===== config.mk =====
export PLATFORM = sky130hd
export DESIGN_NAME = shifter_arbiter_flat
export DESIGN_NICKNAME = d
export VERILOG_FILES = /design/src/rtl/shifter_arbiter_if.sv /design/src/rtl/shifter_arbiter.sv /design/src/flat_wrapper.sv
export SDC_FILE = /design/constraint.sdc
export NUM_CORES = 1
export LEC_CHECK = 0
export ABC_CLOCK_PERIOD_IN_PS = 3750
export CORE_ASPECT_RATIO = 0.8
export CORE_MARGIN = 2
export CORE_UTILIZATION = 45
export CTS_CLUSTER_SIZE = 30
export DETAILED_ROUTE_END_ITERATION = 16
export DONT_BUFFER_PORTS = 1
export PLACE_DENSITY = 0.62
export SLEW_MARGIN = 20
export SYNTH_ARGS = -nofsm -noshare
export SYNTH_HDL_FRONTEND = slang
export SYNTH_SLANG_ARGS = --single-unit

===== constraint.sdc =====
create_clock -name clk -period 3.75 [get_ports clk]
set_input_delay 0.9375 -clock clk [delete_from_list [all_inputs] [get_ports clk]]
set_output_delay 0.9375 -clock clk [all_outputs]
set_load 0.03 [all_outputs]

===== src/rtl/shifter_arbiter_if.sv =====
// Request/response bundle for shifter_arbiter.
//   req0_*/req1_* : valid/ready request ports, operand, shift amount, opcode
//   rsp_*         : registered response slot (valid/ready) with result and requester id
// Modports: master = requesters + consumer side, slave = the arbiter.
interface shifter_arbiter_if #(
  parameter int OPERAND_WIDTH  = 16,
  parameter int SHAMT_WIDTH    = 4,
  parameter int NUM_OPERATIONS = 2
);
  logic                      req0_valid;
  logic [OPERAND_WIDTH-1:0]  req0_in;
  logic [SHAMT_WIDTH-1:0]    req0_shamt;
  logic [NUM_OPERATIONS-1:0] req0_oper;
  logic                      req0_ready;
  logic                      req1_valid;
  logic [OPERAND_WIDTH-1:0]  req1_in;
  logic [SHAMT_WIDTH-1:0]    req1_shamt;
  logic [NUM_OPERATIONS-1:0] req1_oper;
  logic                      req1_ready;
  logic                      rsp_valid;
  logic [OPERAND_WIDTH-1:0]  rsp_out;
  logic                      rsp_id;
  logic                      rsp_ready;

  modport master (
    output req0_valid, req0_in, req0_shamt, req0_oper, input req0_ready,
    output req1_valid, req1_in, req1_shamt, req1_oper, input req1_ready,
    input  rsp_valid, rsp_out, rsp_id, output rsp_ready
  );

  modport slave (
    input  req0_valid, req0_in, req0_shamt, req0_oper, output req0_ready,
    input  req1_valid, req1_in, req1_shamt, req1_oper, output req1_ready,
    output rsp_valid, rsp_out, rsp_id, input rsp_ready
  );
endinterface


===== src/rtl/shifter_arbiter.sv =====
// Two-requester round-robin arbiter in front of one shared barrel shifter.
// The winner's operands drive the shifter combinationally; the result lands
// in a single registered response slot tagged with the winner's id.
//   clk   : system clock, rising edge
//   rst_n : asynchronous active-low reset
//   bus   : shifter_arbiter_if.slave (request ports + response slot)

// Combinational barrel shifter.
//   oper 00 rotate left, 01 shift left logical,
//        10 shift right arithmetic, 11 shift right logical
module shifter_arbiter_shf #(
  parameter int OPERAND_WIDTH  = 16,
  parameter int SHAMT_WIDTH    = 4,
  parameter int NUM_OPERATIONS = 2
) (
  input  logic [OPERAND_WIDTH-1:0]  data_i,
  input  logic [SHAMT_WIDTH-1:0]    shamt_i,
  input  logic [NUM_OPERATIONS-1:0] oper_i,
  output logic [OPERAND_WIDTH-1:0]  data_o
);
  localparam logic [NUM_OPERATIONS-1:0] OP_ROL = NUM_OPERATIONS'(0);
  localparam logic [NUM_OPERATIONS-1:0] OP_SLL = NUM_OPERATIONS'(1);
  localparam logic [NUM_OPERATIONS-1:0] OP_SRA = NUM_OPERATIONS'(2);

  // Rotate = upper half of the doubled operand shifted left.
  logic [2*OPERAND_WIDTH-1:0] dbl;
  assign dbl = {data_i, data_i} << shamt_i;

  always_comb begin
    data_o = data_i >> shamt_i;
    case (oper_i)
      OP_ROL:  data_o = dbl[2*OPERAND_WIDTH-1:OPERAND_WIDTH];
      OP_SLL:  data_o = data_i << shamt_i;
      OP_SRA:  data_o = OPERAND_WIDTH'($signed(data_i) >>> shamt_i);
      default: data_o = data_i >> shamt_i;
    endcase
  end
endmodule

module shifter_arbiter #(
  parameter int OPERAND_WIDTH  = 16,
  parameter int SHAMT_WIDTH    = 4,
  parameter int NUM_OPERATIONS = 2
) (
  input  logic            clk,
  input  logic            rst_n,
  shifter_arbiter_if.slave bus
);
  typedef struct packed {
    logic [OPERAND_WIDTH-1:0]  in;
    logic [SHAMT_WIDTH-1:0]    shamt;
    logic [NUM_OPERATIONS-1:0] oper;
  } req_t;

  req_t [1:0] req;
  logic [1:0] vld;
  req_t       win;

  assign req[0] = {bus.req0_in, bus.req0_shamt, bus.req0_oper};
  assign req[1] = {bus.req1_in, bus.req1_shamt, bus.req1_oper};
  assign vld    = {bus.req1_valid, bus.req0_valid};

  logic                     rsp_valid_q, rsp_valid_d;
  logic [OPERAND_WIDTH-1:0] rsp_out_q, rsp_out_d;
  logic                     rsp_id_q, rsp_id_d;
  logic                     last_q, last_d;

  logic                     gnt_id;
  logic                     slot_free;
  logic                     accept;
  logic [OPERAND_WIDTH-1:0] shf_res;

  // Under contention the requester not served last wins; otherwise the lone
  // valid requester wins.
  always_comb begin
    gnt_id = vld[1];
    if (&vld) gnt_id = ~last_q;
  end

  assign slot_free = !rsp_valid_q || bus.rsp_ready;
  // rst_n gating keeps both readys low for the whole reset window.
  assign accept    = rst_n && slot_free && (|vld);

  assign bus.req0_ready = accept && !gnt_id;
  assign bus.req1_ready = accept &&  gnt_id;

  assign win = req[gnt_id];

  shifter_arbiter_shf #(
    .OPERAND_WIDTH (OPERAND_WIDTH),
    .SHAMT_WIDTH   (SHAMT_WIDTH),
    .NUM_OPERATIONS(NUM_OPERATIONS)
  ) u_shf (
    .data_i (win.in),
    .shamt_i(win.shamt),
    .oper_i (win.oper),
    .data_o (shf_res)
  );

  // Accept overrides drain, so a simultaneous drain+accept simply overwrites
  // the slot and keeps rsp_valid high.
  always_comb begin
    rsp_valid_d = rsp_valid_q;
    rsp_out_d   = rsp_out_q;
    rsp_id_d    = rsp_id_q;
    last_d      = last_q;
    if (accept) begin
      rsp_valid_d = 1'b1;
      rsp_out_d   = shf_res;
      rsp_id_d    = gnt_id;
      last_d      = gnt_id;
    end else if (rsp_valid_q && bus.rsp_ready) begin
      rsp_valid_d = 1'b0;
    end
  end

  always_ff @(posedge clk or negedge rst_n) begin
    if (!rst_n) begin
      rsp_valid_q <= 1'b0;
      rsp_out_q   <= '0;
      rsp_id_q    <= 1'b0;
      last_q      <= 1'b1;  // requester 0 wins the first contention
    end else begin
      rsp_valid_q <= rsp_valid_d;
      rsp_out_q   <= rsp_out_d;
      rsp_id_q    <= rsp_id_d;
      last_q      <= last_d;
    end
  end

  assign bus.rsp_valid = rsp_valid_q;
  assign bus.rsp_out   = rsp_out_q;
  assign bus.rsp_id    = rsp_id_q;
endmodule


===== src/flat_wrapper.sv =====
// flat-port wrapper written by rule: the top's interface ports become plain ports
module shifter_arbiter_flat 
#(
  parameter int OPERAND_WIDTH  = 16,
  parameter int SHAMT_WIDTH    = 4,
  parameter int NUM_OPERATIONS = 2
)
  (clk, rst_n, bus_req0_valid, bus_req0_in, bus_req0_shamt, bus_req0_oper, bus_req0_ready, bus_req1_valid, bus_req1_in, bus_req1_shamt, bus_req1_oper, bus_req1_ready, bus_rsp_valid, bus_rsp_out, bus_rsp_id, bus_rsp_ready);
  shifter_arbiter_if #(.OPERAND_WIDTH(OPERAND_WIDTH), .SHAMT_WIDTH(SHAMT_WIDTH), .NUM_OPERATIONS(NUM_OPERATIONS)) bus_i ();
  input  logic clk;
  input  logic rst_n;
  input wire logic [$bits(bus_i.req0_valid)-1:0] bus_req0_valid;
  input wire logic [$bits(bus_i.req0_in)-1:0] bus_req0_in;
  input wire logic [$bits(bus_i.req0_shamt)-1:0] bus_req0_shamt;
  input wire logic [$bits(bus_i.req0_oper)-1:0] bus_req0_oper;
  output wire logic [$bits(bus_i.req0_ready)-1:0] bus_req0_ready;
  input wire logic [$bits(bus_i.req1_valid)-1:0] bus_req1_valid;
  input wire logic [$bits(bus_i.req1_in)-1:0] bus_req1_in;
  input wire logic [$bits(bus_i.req1_shamt)-1:0] bus_req1_shamt;
  input wire logic [$bits(bus_i.req1_oper)-1:0] bus_req1_oper;
  output wire logic [$bits(bus_i.req1_ready)-1:0] bus_req1_ready;
  output wire logic [$bits(bus_i.rsp_valid)-1:0] bus_rsp_valid;
  output wire logic [$bits(bus_i.rsp_out)-1:0] bus_rsp_out;
  output wire logic [$bits(bus_i.rsp_id)-1:0] bus_rsp_id;
  input wire logic [$bits(bus_i.rsp_ready)-1:0] bus_rsp_ready;
  assign bus_i.req0_valid = bus_req0_valid;
  assign bus_i.req0_in = bus_req0_in;
  assign bus_i.req0_shamt = bus_req0_shamt;
  assign bus_i.req0_oper = bus_req0_oper;
  assign bus_req0_ready = bus_i.req0_ready;
  assign bus_i.req1_valid = bus_req1_valid;
  assign bus_i.req1_in = bus_req1_in;
  assign bus_i.req1_shamt = bus_req1_shamt;
  assign bus_i.req1_oper = bus_req1_oper;
  assign bus_req1_ready = bus_i.req1_ready;
  assign bus_rsp_valid = bus_i.rsp_valid;
  assign bus_rsp_out = bus_i.rsp_out;
  assign bus_rsp_id = bus_i.rsp_id;
  assign bus_i.rsp_ready = bus_rsp_ready;
  shifter_arbiter #(.OPERAND_WIDTH(OPERAND_WIDTH), .SHAMT_WIDTH(SHAMT_WIDTH), .NUM_OPERATIONS(NUM_OPERATIONS)) u_core (.clk(clk), .rst_n(rst_n), .bus(bus_i));
endmodule

==> results.sh, run 1 <==
export IMPL_met3_length_um=1560
export IMPL_dr_total_vias=3854
export IMPL_reg2reg_to="u_core.bus.rsp_out[5]"
export IMPL_async_flop_share=1.00
export IMPL_cp_start_kind="input port"
export IMPL_worstHoldPathType="in -> async"
export IMPL_p_int_mw=0.613
export IMPL_critPathKind="in -> reg"
export IMPL_hold_viol=0
export IMPL_netSwitchingFraction=0.484
export IMPL_grt_pass1_wl_um=20600
export IMPL_layout_common_cells="mux2i_1, nand2_1, nor2_1"
export IMPL_ys_warnings_count=0
export IMPL_row_count=30
export IMPL_first_pass_iters=5
export IMPL_clk_latency_ns=0.26
export IMPL_crit_chain="a21bo_1, buf_4, mux2i_1, mux2_2, nand2_1, nand2_1, a2111oi_0, a311oi_1"
export IMPL_numCtsBuffers=3
export IMPL_synth_edf_count=0
export IMPL_endpoint_kind="flop"
export IMPL_ff2ff_path_depth=8
export IMPL_synth_area_um2=3910
export IMPL_die_area_um2=9460
export IMPL_place_congestion=0.945
export IMPL_path_buf_inv=1
export IMPL_power_frac_seq=0.330
export IMPL_status="finished, final reports clean"
export IMPL_combPwrFrac=0.550
export IMPL_wirelength_um=13200
export IMPL_avgSynthCellArea_um2=8.30
export IMPL_required_ns=3.87
export IMPL_multi_input_area_um2=3140
export IMPL_r2r_start="u_core.last_q"
export IMPL_ios=69
export IMPL_p_sw_mw=0.574
export IMPL_ys_ff_latch=19
export IMPL_cts_tree="built"
export IMPL_cp_top_family="compound AO/OA/AOI/OAI gates"
export IMPL_post_cts_repair_setup_buffers=0
export IMPL_postLayoutCellArea_um2=3960
export IMPL_clockBufferDepth=2
export IMPL_clockPowerShare=0.121
export IMPL_crit_end="u_core.bus.rsp_out[5]"
export IMPL_max_freq_mhz=329
export IMPL_leakagePower_nw=1.67
export IMPL_grt_pass1_vias=3706
export IMPL_diodes=0
export IMPL_avgViaCountPerCell=6.89
export IMPL_met2_length_um=5680
export IMPL_port_buffers=0
export IMPL_start_util=0.463
export IMPL_drt_iter0_drc=426
export IMPL_crit_arrival_ns=3.16
export IMPL_fin_crit_sh=0.810
export IMPL_max_slew_margin_rel=0.556
export IMPL_synth_fp_nets=520
export IMPL_fin_crit_ns=3.04
export IMPL_post_drt_wl_per_cell_um=23.6
export IMPL_post_route_util=0.469
export IMPL_dieHeight_um=87.4
export IMPL_netlist_instances=471
export IMPL_rsz0062_at_grt="false"
export IMPL_ctsRootBufferMaster="clkbuf_8"
export IMPL_cts_sinks=19
export IMPL_mostFrequentLayoutCell="mux2i_1"
export IMPL_pwr_density_cell_nw_per_um2=300
export IMPL_slew_viol_final=0
export IMPL_die_w_um=108
export IMPL_area_sequential_um2=477
export IMPL_worst_pin_slew_ns=0.663
export IMPL_hpwl_um=9960
export IMPL_cts_resized=0
export IMPL_peakVddDrop_mv=0.181
export IMPL_cpMostUsedCell="nand2_1"
export IMPL_setup_tns_ns=0
export IMPL_areaGrowthSynthToFinish_pct=1.34
export IMPL_antenna_found_initial=0
export IMPL_nFillCells=868
export IMPL_rrSetupSlack_ns=0.86
export IMPL_slowest_delay_ns=0.52
export IMPL_drc_errors=0
export IMPL_crit_start="bus_req1_valid"
export IMPL_drv_cap=0
export IMPL_grt_start_max_net_pins=40
export IMPL_met1_length_um=5760
export IMPL_top_layer="met4"
export IMPL_yosysUniqueCellTypes=62
export IMPL_layout_nets=497
export IMPL_grt_usage=0.280
export IMPL_cts_hold_buf=0
export IMPL_layout_drive_gt1_share=0.148
export IMPL_finalSetupViolCount=0
export IMPL_htree_levels=1
export IMPL_core_area_um2=8450
export IMPL_critPathSlowestCell="a21bo_1"
export IMPL_cp_num_cells=8
export IMPL_power_mw=1.19
export IMPL_ys_seq_area_frac=0.122
export IMPL_cp_max_fo=10
export IMPL_antenna_left=0
export IMPL_grt_remaining_overflow=0
export IMPL_yosys_most_used_dff="dfrtp_1"
export IMPL_place_area_um2=3920
export IMPL_clk_pin_slew_ns=0.07
export IMPL_final_setup_skew_ns=0.00363
## synthesized netlist by cell type, drive strengths merged, types with 2 or more instances
cell type	n	area, µm²
a2111oi	2	17.5
a211oi	10	90.1
a21o	5	37.5
a21oi	30	158
a221o	2	20.0
a221oi	4	35.0
a22oi	3	22.5
a31oi	7	43.8
a41oi	2	17.5
and3	2	12.5
buf	36	272
clkbuf	8	30.0
dfrtp	18	450
mux2	23	274
mux2i	118	1230
mux4	8	180
nand2	47	179
nand2b	8	50.1
nand3	9	45.0
nand3b	2	15.0
nand4	3	18.8
nor2	39	146
nor2b	3	18.8
nor3	13	65.1
nor3b	2	20.0
nor4	2	12.5
o211ai	8	60.1
o21a	3	22.5
o21ai	28	140
o221ai	2	17.5
o22ai	3	18.8
o311ai	2	17.5
o32ai	3	26.3
## through the flow
stage	setup slack (ns)	cells	hold slack, ns
global placement	0.520	555	0.531
detailed placement	0.492	555	0.536
CTS	0.753	559	0.363
global route	0.586	559	0.352
finish	0.713	559	0.369
floorplan	0.748	471	0.499
## per-layer routing
metal | track usage | vias to the layer above
met5 | 0 | -
met4 | 0.0524 | 0
met3 | 0.0681 | 24
met2 | 0.429 | 232
met1 | 0.403 | 1856
li1 | - | 1742
## flip-flops by register name, indices dropped and copies added, names as in the netlist
| name | cells |
|---|---|
| u_core.bus.rsp_out | 16 |
| u_core.bus.rsp_valid | 1 |
| u_core.bus.rsp_id | 1 |
| u_core.last_q | 1 |
## power groups by stage
stage / combinational [mW] / clock (mW) / sequential (mW)
floorplan: 0.534 / 0 / 0.382
global placement: 0.636 / 0 / 0.395
detailed placement: 0.635 / 0 / 0.397
CTS: 0.641 / 0.148 / 0.393
global route: 0.700 / 0.159 / 0.400
finish: 0.653 / 0.143 / 0.391
## worst min-delay path by stage
stage / from / to / slack, ns / cells past startpoint
after global routing: rst_n / u_core.bus.rsp_id / 0.35 / 0
after CTS: rst_n / u_core.bus.rsp_valid / 0.36 / 0
after floorplan: u_core.last_q / u_core.last_q / 0.50 / 1
after detailed placement: u_core.last_q / u_core.last_q / 0.54 / 1
after global placement: u_core.last_q / u_core.last_q / 0.53 / 1
final: rst_n / u_core.bus.rsp_out[12] / 0.37 / 0
## layout make-up
class	count	share of cell area
well taps	112	0.0354
flip-flops and latches	19	0.120
multi-input cells	407	0.792
repair buffers	16	0.0398
inverters	1	0.000947
clock buffers	4	0.0114
## cell families (layout without fill, tap and decap cells)
family | Yosys count | after routing | synth area share
AOI/OAI and AO/OA | 124 | 124 | 0.213
and+or+nand+nor | 134 | 134 | 0.156
DFF | 19 | 19 | 0.122
buffers and inverters | 45 | 21 | 0.0781
muxes | 149 | 149 | 0.431
No activity file was read; power rests on OpenSTA's default activity.
==> run 2, diff against run 1 <==
--- a/config.mk
+++ b/config.mk
@@ -5,7 +5,7 @@
 export SDC_FILE = /design/constraint.sdc
 export NUM_CORES = 1
 export LEC_CHECK = 0
-export ABC_CLOCK_PERIOD_IN_PS = 3750
+export ABC_CLOCK_PERIOD_IN_PS = 3130
 export CORE_ASPECT_RATIO = 0.8
 export CORE_MARGIN = 2
 export CORE_UTILIZATION = 45
==> constraint.sdc (replaced) <==
create_clock -name clk -period 3.13 [get_ports clk]
set_input_delay 0.7825 -clock clk [delete_from_list [all_inputs] [get_ports clk]]
set_output_delay 0.7825 -clock clk [all_outputs]
set_load 0.03 [all_outputs]
==> results.sh, run 2 (synthesis gave the netlist of run 1 again) <==
export IMPL_pwr_density_cell_nw_per_um2=359
export IMPL_fin_crit_sh=0.889
export IMPL_ctsRootBufferMaster="clkbuf_8"
export IMPL_post_cts_repair_setup_buffers=0
export IMPL_worst_pin_slew_ns=0.904
export IMPL_core_area_um2=8450
export IMPL_dieHeight_um=87.4
export IMPL_numCtsBuffers=3
export IMPL_final_setup_skew_ns=0.00845
export IMPL_rsz0062_at_grt="false"
export IMPL_drc_errors=0
export IMPL_layout_drive_gt1_share=0.163
export IMPL_layout_common_cells="mux2i_1, nand2_1, nor2_1"
export IMPL_largest_reg_flops=16
export IMPL_avgViaCountPerCell=6.75
export IMPL_port_buffers=0
export IMPL_critPathSlowestCell="dfstp_2"
export IMPL_peakVddDrop_mv=0.203
export IMPL_post_route_util=0.476
export IMPL_slowest_delay_ns=0.58
export IMPL_wirelength_um=13200
export IMPL_crit_chain="a21bo_1, mux2_4, and2b_1, nor3_1, a2111oi_0, a2111oi_0, a311oi_1"
export IMPL_critPathKind="reg -> reg"
export IMPL_cp_top_family="compound AO/OA/AOI/OAI gates"
export IMPL_grt_start_max_net_pins=40
export IMPL_crit_arrival_ns=2.91
export IMPL_grt_pass1_vias=3760
export IMPL_max_freq_mhz=359
export IMPL_first_pass_iters=5
export IMPL_postLayoutCellArea_um2=4020
export IMPL_cts_tree="built"
export IMPL_ios=69
export IMPL_clockBufferDepth=2
export IMPL_finalSetupViolCount=0
export IMPL_hold_ws_ns=0.207
export IMPL_post_drt_wl_per_cell_um=23.3
export IMPL_status="finished, final reports clean"
export IMPL_required_ns=3.26
export IMPL_setup_tns_ns=0
export IMPL_grt_pass1_wl_um=20900
export IMPL_path_buf_inv=0
export IMPL_clk_pin_slew_ns=0.08
export IMPL_endpoint_kind="flop"
export IMPL_areaGrowthSynthToFinish_pct=2.88
export IMPL_drv_cap=0
export IMPL_antenna_left=0
export IMPL_cts_hold_buf=0
export IMPL_nFillCells=833
export IMPL_drt_iter0_drc=349
export IMPL_start_util=0.463
export IMPL_layout_nets=505
export IMPL_pre_cts_ws_ns=0.141
export IMPL_hpwl_um=10000
export IMPL_die_w_um=108
export IMPL_dr_total_vias=3830
export IMPL_htree_levels=1
export IMPL_antenna_found_initial=0
export IMPL_place_area_um2=3980
export IMPL_cpMostUsedCell="a2111oi_0"
export IMPL_cts_sinks=19
export IMPL_layout_setup_ws_ns=0.348
export IMPL_clk_latency_ns=0.26
export IMPL_cp_start_kind="flop"
export IMPL_slew_viol_final=0
export IMPL_cts_resized=0
export IMPL_mostFrequentLayoutCell="mux2i_1"
export IMPL_cp_max_fo=23
export IMPL_row_count=30
export IMPL_place_congestion=0.943
export IMPL_grt_remaining_overflow=0
export IMPL_max_slew_margin_rel=0.396
export IMPL_die_area_um2=9460
export IMPL_grt_usage=0.284
export IMPL_worstHoldPathType="in -> async"
export IMPL_diodes=0
export IMPL_fin_crit_ns=2.78
export IMPL_leakagePower_nw=1.71
export IMPL_hold_viol=0
==> run 2: report_power, final <==
group / switching, mW / internal [mW] / total (mW)
Sequential: 0.164 / 0.305 / 0.470
Clock: 0.0837 / 0.0906 / 0.174
Combinational: 0.448 / 0.352 / 0.800
==> run 2: through the flow <==
stage	power, mW	std cells
2_1_floorplan	1.10	471
3_3_place_gp	1.25	563
3_5_place_dp	1.25	563
4_1_cts	1.44	567
5_1_grt	1.53	567
6_report	1.44	567
==> run 2: area by class of cell <==
cell class	count	area (µm²)	area share
Multi-Input combinational cell	407	3140	0.780
Tap cell	112	140	0.0348
Clock buffer	4	45.0	0.0112
Inverter	1	3.75	0.000933
Sequential cell	19	477	0.118
Timing Repair Buffer	24	218	0.0541
==> run 2: path summary, 6_finish.rpt <==
| path | startpoint | to | slack (ns) | cells past startpoint |
|---|---|---|---|---|
| max reg2reg | u_core.last_q | u_core.bus.rsp_out[5] | 0.35 | 7 |
| min in group clk | u_core.last_q | u_core.last_q | 0.55 | 1 |
| min | rst_n | u_core.bus.rsp_id | 0.21 | 0 |
| max | u_core.last_q | u_core.bus.rsp_out[5] | 0.35 | 7 |
| min reg2reg | u_core.last_q | u_core.last_q | 0.55 | 1 |
| max in group asynchronous | rst_n | u_core.last_q | 2.76 | 0 |
==> run 2: metal layers <==
metal  vias up  GRT usage  share of wire
met3        28     0.0606           0.10
met2       220      0.430           0.42
met4         0     0.0734          0.025
met5         -          0              0
li1       1759          -              -
met1      1823      0.408           0.45
==> run 3, diff against run 2 <==
--- a/config.mk
+++ b/config.mk
@@ -12,7 +12,6 @@
 export CTS_CLUSTER_SIZE = 30
 export DETAILED_ROUTE_END_ITERATION = 16
 export DONT_BUFFER_PORTS = 1
-export PLACE_DENSITY = 0.62
 export SLEW_MARGIN = 20
 export SYNTH_ARGS = -nofsm -noshare
 export SYNTH_HDL_FRONTEND = slang
==> results.sh, run 3 (synthesis gave the netlist of run 1 again) <==
export IMPL_drt_iter0_drc=529
export IMPL_numCtsBuffers=3
export IMPL_cts_sinks=19
export IMPL_grt_usage=0.295
export IMPL_reg2reg_to="u_core.bus.rsp_out[1]"
export IMPL_r2r_start="u_core.last_q"
export IMPL_rrSetupSlack_ns=0.41
export IMPL_port_buffers=0
export IMPL_met2_length_um=6030
export IMPL_drv_cap=0
export IMPL_max_slew_margin_rel=0.383
export IMPL_clockBufferDepth=2
export IMPL_post_drt_wl_per_cell_um=24.0
export IMPL_diodes=0
export IMPL_finalSetupViolCount=0
export IMPL_die_area_um2=9460
export IMPL_p_int_mw=0.752
export IMPL_combPwrFrac=0.556
export IMPL_antenna_left=0
export IMPL_row_count=30
export IMPL_top_layer="met4"
export IMPL_ff2ff_path_depth=8
export IMPL_mostFrequentLayoutCell="mux2i_1"
export IMPL_rsz0062_at_grt="false"
export IMPL_status="finished, final reports clean"
export IMPL_areaGrowthSynthToFinish_pct=3.33
export IMPL_met3_length_um=1180
export IMPL_hold_viol=0
export IMPL_slew_viol_final=0
export IMPL_cts_resized=0
export IMPL_critPathKind="reg -> reg"
export IMPL_htree_levels=1
export IMPL_critPathSlowestCell="dfstp_2"
export IMPL_grt_start_max_net_pins=40
export IMPL_cts_tree="built"
export IMPL_fin_crit_sh=0.870
export IMPL_slowest_delay_ns=0.58
export IMPL_hpwl_um=10400
export IMPL_layout_nets=504
export IMPL_endpoint_kind="flop"
export IMPL_met1_length_um=6290
export IMPL_dr_total_vias=3814
export IMPL_place_congestion=0.944
export IMPL_ios=69
export IMPL_power_frac_seq=0.322
export IMPL_crit_arrival_ns=2.91
export IMPL_wirelength_um=13600
export IMPL_cp_top_family="compound AO/OA/AOI/OAI gates"
export IMPL_drc_errors=0
export IMPL_clk_latency_ns=0.26
export IMPL_final_setup_skew_ns=0.00482
export IMPL_peakVddDrop_mv=0.296
export IMPL_p_sw_mw=0.703
export IMPL_max_freq_mhz=367
export IMPL_ctsRootBufferMaster="clkbuf_8"
export IMPL_largest_reg_flops=16
export IMPL_cts_hold_buf=0
export IMPL_setup_tns_ns=0
export IMPL_avgViaCountPerCell=6.74
export IMPL_leakagePower_nw=1.71
export IMPL_layout_common_cells="mux2i_1, nand2_1, nor2_1"
export IMPL_grt_remaining_overflow=0
export IMPL_dieHeight_um=87.4
export IMPL_netSwitchingFraction=0.483
export IMPL_cp_max_fo=11
export IMPL_fin_crit_ns=2.72
export IMPL_cp_start_kind="flop"
export IMPL_die_w_um=108
export IMPL_path_buf_inv=1
export IMPL_pwr_density_cell_nw_per_um2=360
export IMPL_clk_pin_slew_ns=0.08
export IMPL_antenna_found_initial=0
export IMPL_power_mw=1.46
export IMPL_core_area_um2=8450
export IMPL_worstHoldPathType="in -> async"
export IMPL_grt_pass1_vias=3729
export IMPL_crit_chain="a21bo_1, buf_4, mux2i_1, a211oi_1, a21o_1, o21a_1, o22ai_1, nor3b_2"
export IMPL_clockPowerShare=0.121
export IMPL_grt_pass1_wl_um=21400
export IMPL_layout_drive_gt1_share=0.161
export IMPL_required_ns=3.32
export IMPL_start_util=0.463
export IMPL_post_cts_repair_setup_buffers=0
export IMPL_first_pass_iters=5
export IMPL_worst_pin_slew_ns=0.924
[run 3: cell count changes in the layout (fill, tap and decap cells not counted), sizes merged]
cell	before	now
buf	24	23
[run 3: per-layer routing]
metal	GRT usage	vias up
met1	0.444	1851
met2	0.444	199
met5	0	-
met3	0.0583	10
li1	-	1754
met4	0.0361	0
[run 3: through the flow]
step / worst slack [ns] / hold WS, ns / std cells / utilization / instance area (µm²)
floorplan: 0.438 / 0.487 / 471 / - / 3910
global placement: 0.159 / 0.488 / 562 / 0.473 / 4000
detailed placement: 0.182 / 0.488 / 562 / 0.473 / 4000
CTS: 0.451 / 0.206 / 566 / 0.479 / 4040
global route: 0.240 / 0.191 / 566 / 0.479 / 4040
finish: 0.406 / 0.207 / 566 / 0.479 / 4040
[run 3: cell type report]
type                            count  area [µm²]
Multi-Input combinational cell    407        3140
Inverter                            1        3.75
Sequential cell                    19         477
Fill cell                         852        4400
Timing Repair Buffer               23         235
Clock buffer                        4        45.0
Tap cell                          112         140
[run 3: power groups by stage]
stage	combinational [mW]	clock, mW	sequential, mW
2_1_floorplan	0.639	0	0.458
3_3_place_gp	0.792	0	0.475
3_5_place_dp	0.792	0	0.475
4_1_cts	0.796	0.182	0.471
5_1_grt	0.876	0.194	0.478
6_report	0.810	0.177	0.469
[run 3: worst max path at each step]
stage,startpoint,end,slack (ns),cells after the start
6_report,u_core.last_q,u_core.bus.rsp_out[1],0.41,8
5_1_grt,u_core.last_q,u_core.bus.rsp_out[1],0.24,8
4_1_cts,bus_req1_valid,u_core.bus.rsp_out[12],0.45,8
3_5_place_dp,bus_req1_valid,u_core.bus.rsp_out[12],0.18,8
3_3_place_gp,bus_req1_valid,u_core.bus.rsp_out[12],0.16,8
2_1_floorplan,bus_req1_valid,bus_req1_ready,0.44,5
[run 3: worst register-to-register path, delay by kind of cell, from the launching register on]
kind | cells | cell delay (ns)
AOI/OAI and AO/OA | 5 | 1.12
buffers and inverters | 1 | 0.29
DFF | 1 | 0.58
muxes | 1 | 0.50
and+or+nand+nor | 1 | 0.16
==> RTL change (flow settings as in run 3) <==
`SHAMT_WIDTH` is set to 4 in 4 places; all go to 5.
--- a/src/rtl/shifter_arbiter_if.sv
+++ b/src/rtl/shifter_arbiter_if.sv
@@ -6,3 +6,3 @@
   parameter int OPERAND_WIDTH  = 16,
-  parameter int SHAMT_WIDTH    = 4,
+  parameter int SHAMT_WIDTH    = 5,
   parameter int NUM_OPERATIONS = 2
--- a/src/rtl/shifter_arbiter.sv
+++ b/src/rtl/shifter_arbiter.sv
@@ -12,3 +12,3 @@
   parameter int OPERAND_WIDTH  = 16,
-  parameter int SHAMT_WIDTH    = 4,
+  parameter int SHAMT_WIDTH    = 5,
   parameter int NUM_OPERATIONS = 2
@@ -41,3 +41,3 @@
   parameter int OPERAND_WIDTH  = 16,
-  parameter int SHAMT_WIDTH    = 4,
+  parameter int SHAMT_WIDTH    = 5,
   parameter int NUM_OPERATIONS = 2
--- a/src/flat_wrapper.sv
+++ b/src/flat_wrapper.sv
@@ -4,3 +4,3 @@
   parameter int OPERAND_WIDTH  = 16,
-  parameter int SHAMT_WIDTH    = 4,
+  parameter int SHAMT_WIDTH    = 5,
   parameter int NUM_OPERATIONS = 2
Ports: changed (resized bus_req0_shamt and bus_req1_shamt); port bits go from 69 to 71. The function was not compared with the original's and may differ.
==> RTL change against run 3 <==
Design area grew 13%; count of clock-buffer cells in the layout shrank 1; synthesized area grew 7.7%; via count up 24%; sequential cell count stayed put; worst setup slack worse by 0.24 ns; final cell count is 16% higher; non-clock buffer count up 22; clock skew up 0.0021 ns; fmax fell by 8.1%; hold slack better by 0.010 ns; total power grew 12%; routed wire length up 33%; critical endpoint unchanged.
==> RTL change: results (changes against run 3) <==
stage	metric	value	unit	change
drt	Remaining DRCs	0		unchanged
clock_tree	Clk Tree Root Cell	clkbuf_16		
synth	Commonest cells post-synth	117 x mux2i_1, 56 x nand2_1, 33 x a21oi_1, 32 x nor2_1, 29 x o21ai_0		
drt	routed length per placed instance	27.4	µm	+14%
place	DP HPWL	14.1	mm	+36%
global_route	vias in the first global route	4535		+22%
synth	sequential element share of the synthesized area	11.3	%	-0.87 points
synth	adder-cell share of the synthesized area	0	%	unchanged
global_route	first-pass GRT wire length	27.3	mm	+28%
power	Power Internal	838	µW	+11%
sta	Max Clock Skew	0.00695	ns	+0.00213 ns
power	Leak Pwr	0.00191	µW	+11%
place	Post-DP Area	4480	µm²	+12%
place	port buffer count	0		unchanged
drt	Iter 0 DRT Violations	524		-0.95%
finish	Layout Nets	596		+18%
clock_tree	clk slew on worst S/H paths	0.06	ns	-0.02 ns
finish	layout cells sized above 1	15.3	%	-0.82 points
synth	Compound-Gate Fraction of Synth Area	26.2	%	+4.9 points
synth	Yosys cell types	66		+6.5%
setup_path	crit path DAT	3.11	ns	+0.20 ns
synth	post-synthesis mux area share	36.8	%	-6.3 points
sta	worst slew pin tran	0.927	ns	+0.00298 ns
status	outcome	finished clean		
synth	Primary FF master, synth	dfrtp_1		
synth	syn nets	592		+14%
synth	Synth area leaders	mux2i_1 28%, dfrtp_1 11%, nand2_1 5.0%		
drt	DR pass1 iterations	6		+1
clock_tree	cells resized by post-CTS repair	0		unchanged
clock_tree	Longest Clk Path Bufs	2		unchanged
global_route	GRT Total Usage	34.8	%	+5.3 points
place	GP Congestion	1.04		+10%
setup_path	worst-path fanout max	38		+27
==> RTL change: worst reg2reg max path, cell delays in order (launching register included) <==
cell	delay, ns
dfstp_2	0.57
a21bo_2	0.34
buf_12	0.28
mux2i_1	0.18
mux2i_1	0.46
a22oi_1	0.25
a221oi_1	0.45
o2111a_1	0.26
a21oi_1	0.06
==> RTL change: metrics by stage <==
stage,power [µW],setup TNS [ns],util [%],cells,setup slack [ns]
after detailed placement,1330,-0.0386,49.3,655,-0.0386
after global routing,1700,0,50.2,659,0.101
after floorplan,1080,0,-,541,0.296
after CTS,1600,0,50.2,659,0.217
final,1630,0,50.2,659,0.164
after global placement,1340,-0.108,49.3,655,-0.108
==> RTL change: routing by layer <==
layer / wire length, µm / vias up / share of wire, % / global-route usage, %
met3: 1910 / 39 / 11 / 8.46
met1: 8060 / 2275 / 45 / 51.3
met2: 7520 / 303 / 42 / 49.8
met5: 0 / - / 0 / 0
met4: 564 / 0 / 3.1 / 10.4
li1: - / 2113 / - / -
==> RTL change: cell type report <==
cell class	instances	area (µm²)
Timing Repair Buffer	45	350
Sequential cell	19	477
Inverter	2	7.51
Fill cell	903	4520
Clock buffer	3	75.1
Multi-Input combinational cell	474	3500
Clock inverter	1	5.00
Tap cell	115	144
==> RTL change: power by group through the flow <==
stage	Sequential (µW)	Clock (µW)	Combinational [µW]
3_5_place_dp	455	0	876
4_1_cts	451	270	879
2_1_floorplan	438	0	639
3_3_place_gp	454	0	881
5_1_grt	457	283	962
6_report	451	271	904
==> RTL change: logic make-up after synthesis <==
kind of cell | count (synthesis)
and+or+nand+nor | 173
AOI/OAI and AO/OA | 159
muxes | 142
buffers and inverters | 48
DFF | 19
==> RTL change: worst paths after layout <==
path | start | endpoint | slack [ns] | cells after the start
setup reg to reg | u_core.last_q$_DFFE_PN1P_ | u_core.bus.rsp_out[1]$_DFFE_PN0P_ | 0.16 | 8
hold / removal | rst_n | u_core.bus.rsp_out[0]$_DFFE_PN0P_ | 0.22 | 0
max in group asynchronous | rst_n | u_core.last_q$_DFFE_PN1P_ | 2.74 | 0
hold reg to reg | u_core.last_q$_DFFE_PN1P_ | u_core.last_q$_DFFE_PN1P_ | 0.54 | 1
min in group clk | u_core.last_q$_DFFE_PN1P_ | u_core.last_q$_DFFE_PN1P_ | 0.54 | 1
setup / recovery | u_core.last_q$_DFFE_PN1P_ | u_core.bus.rsp_out[1]$_DFFE_PN0P_ | 0.16 | 8
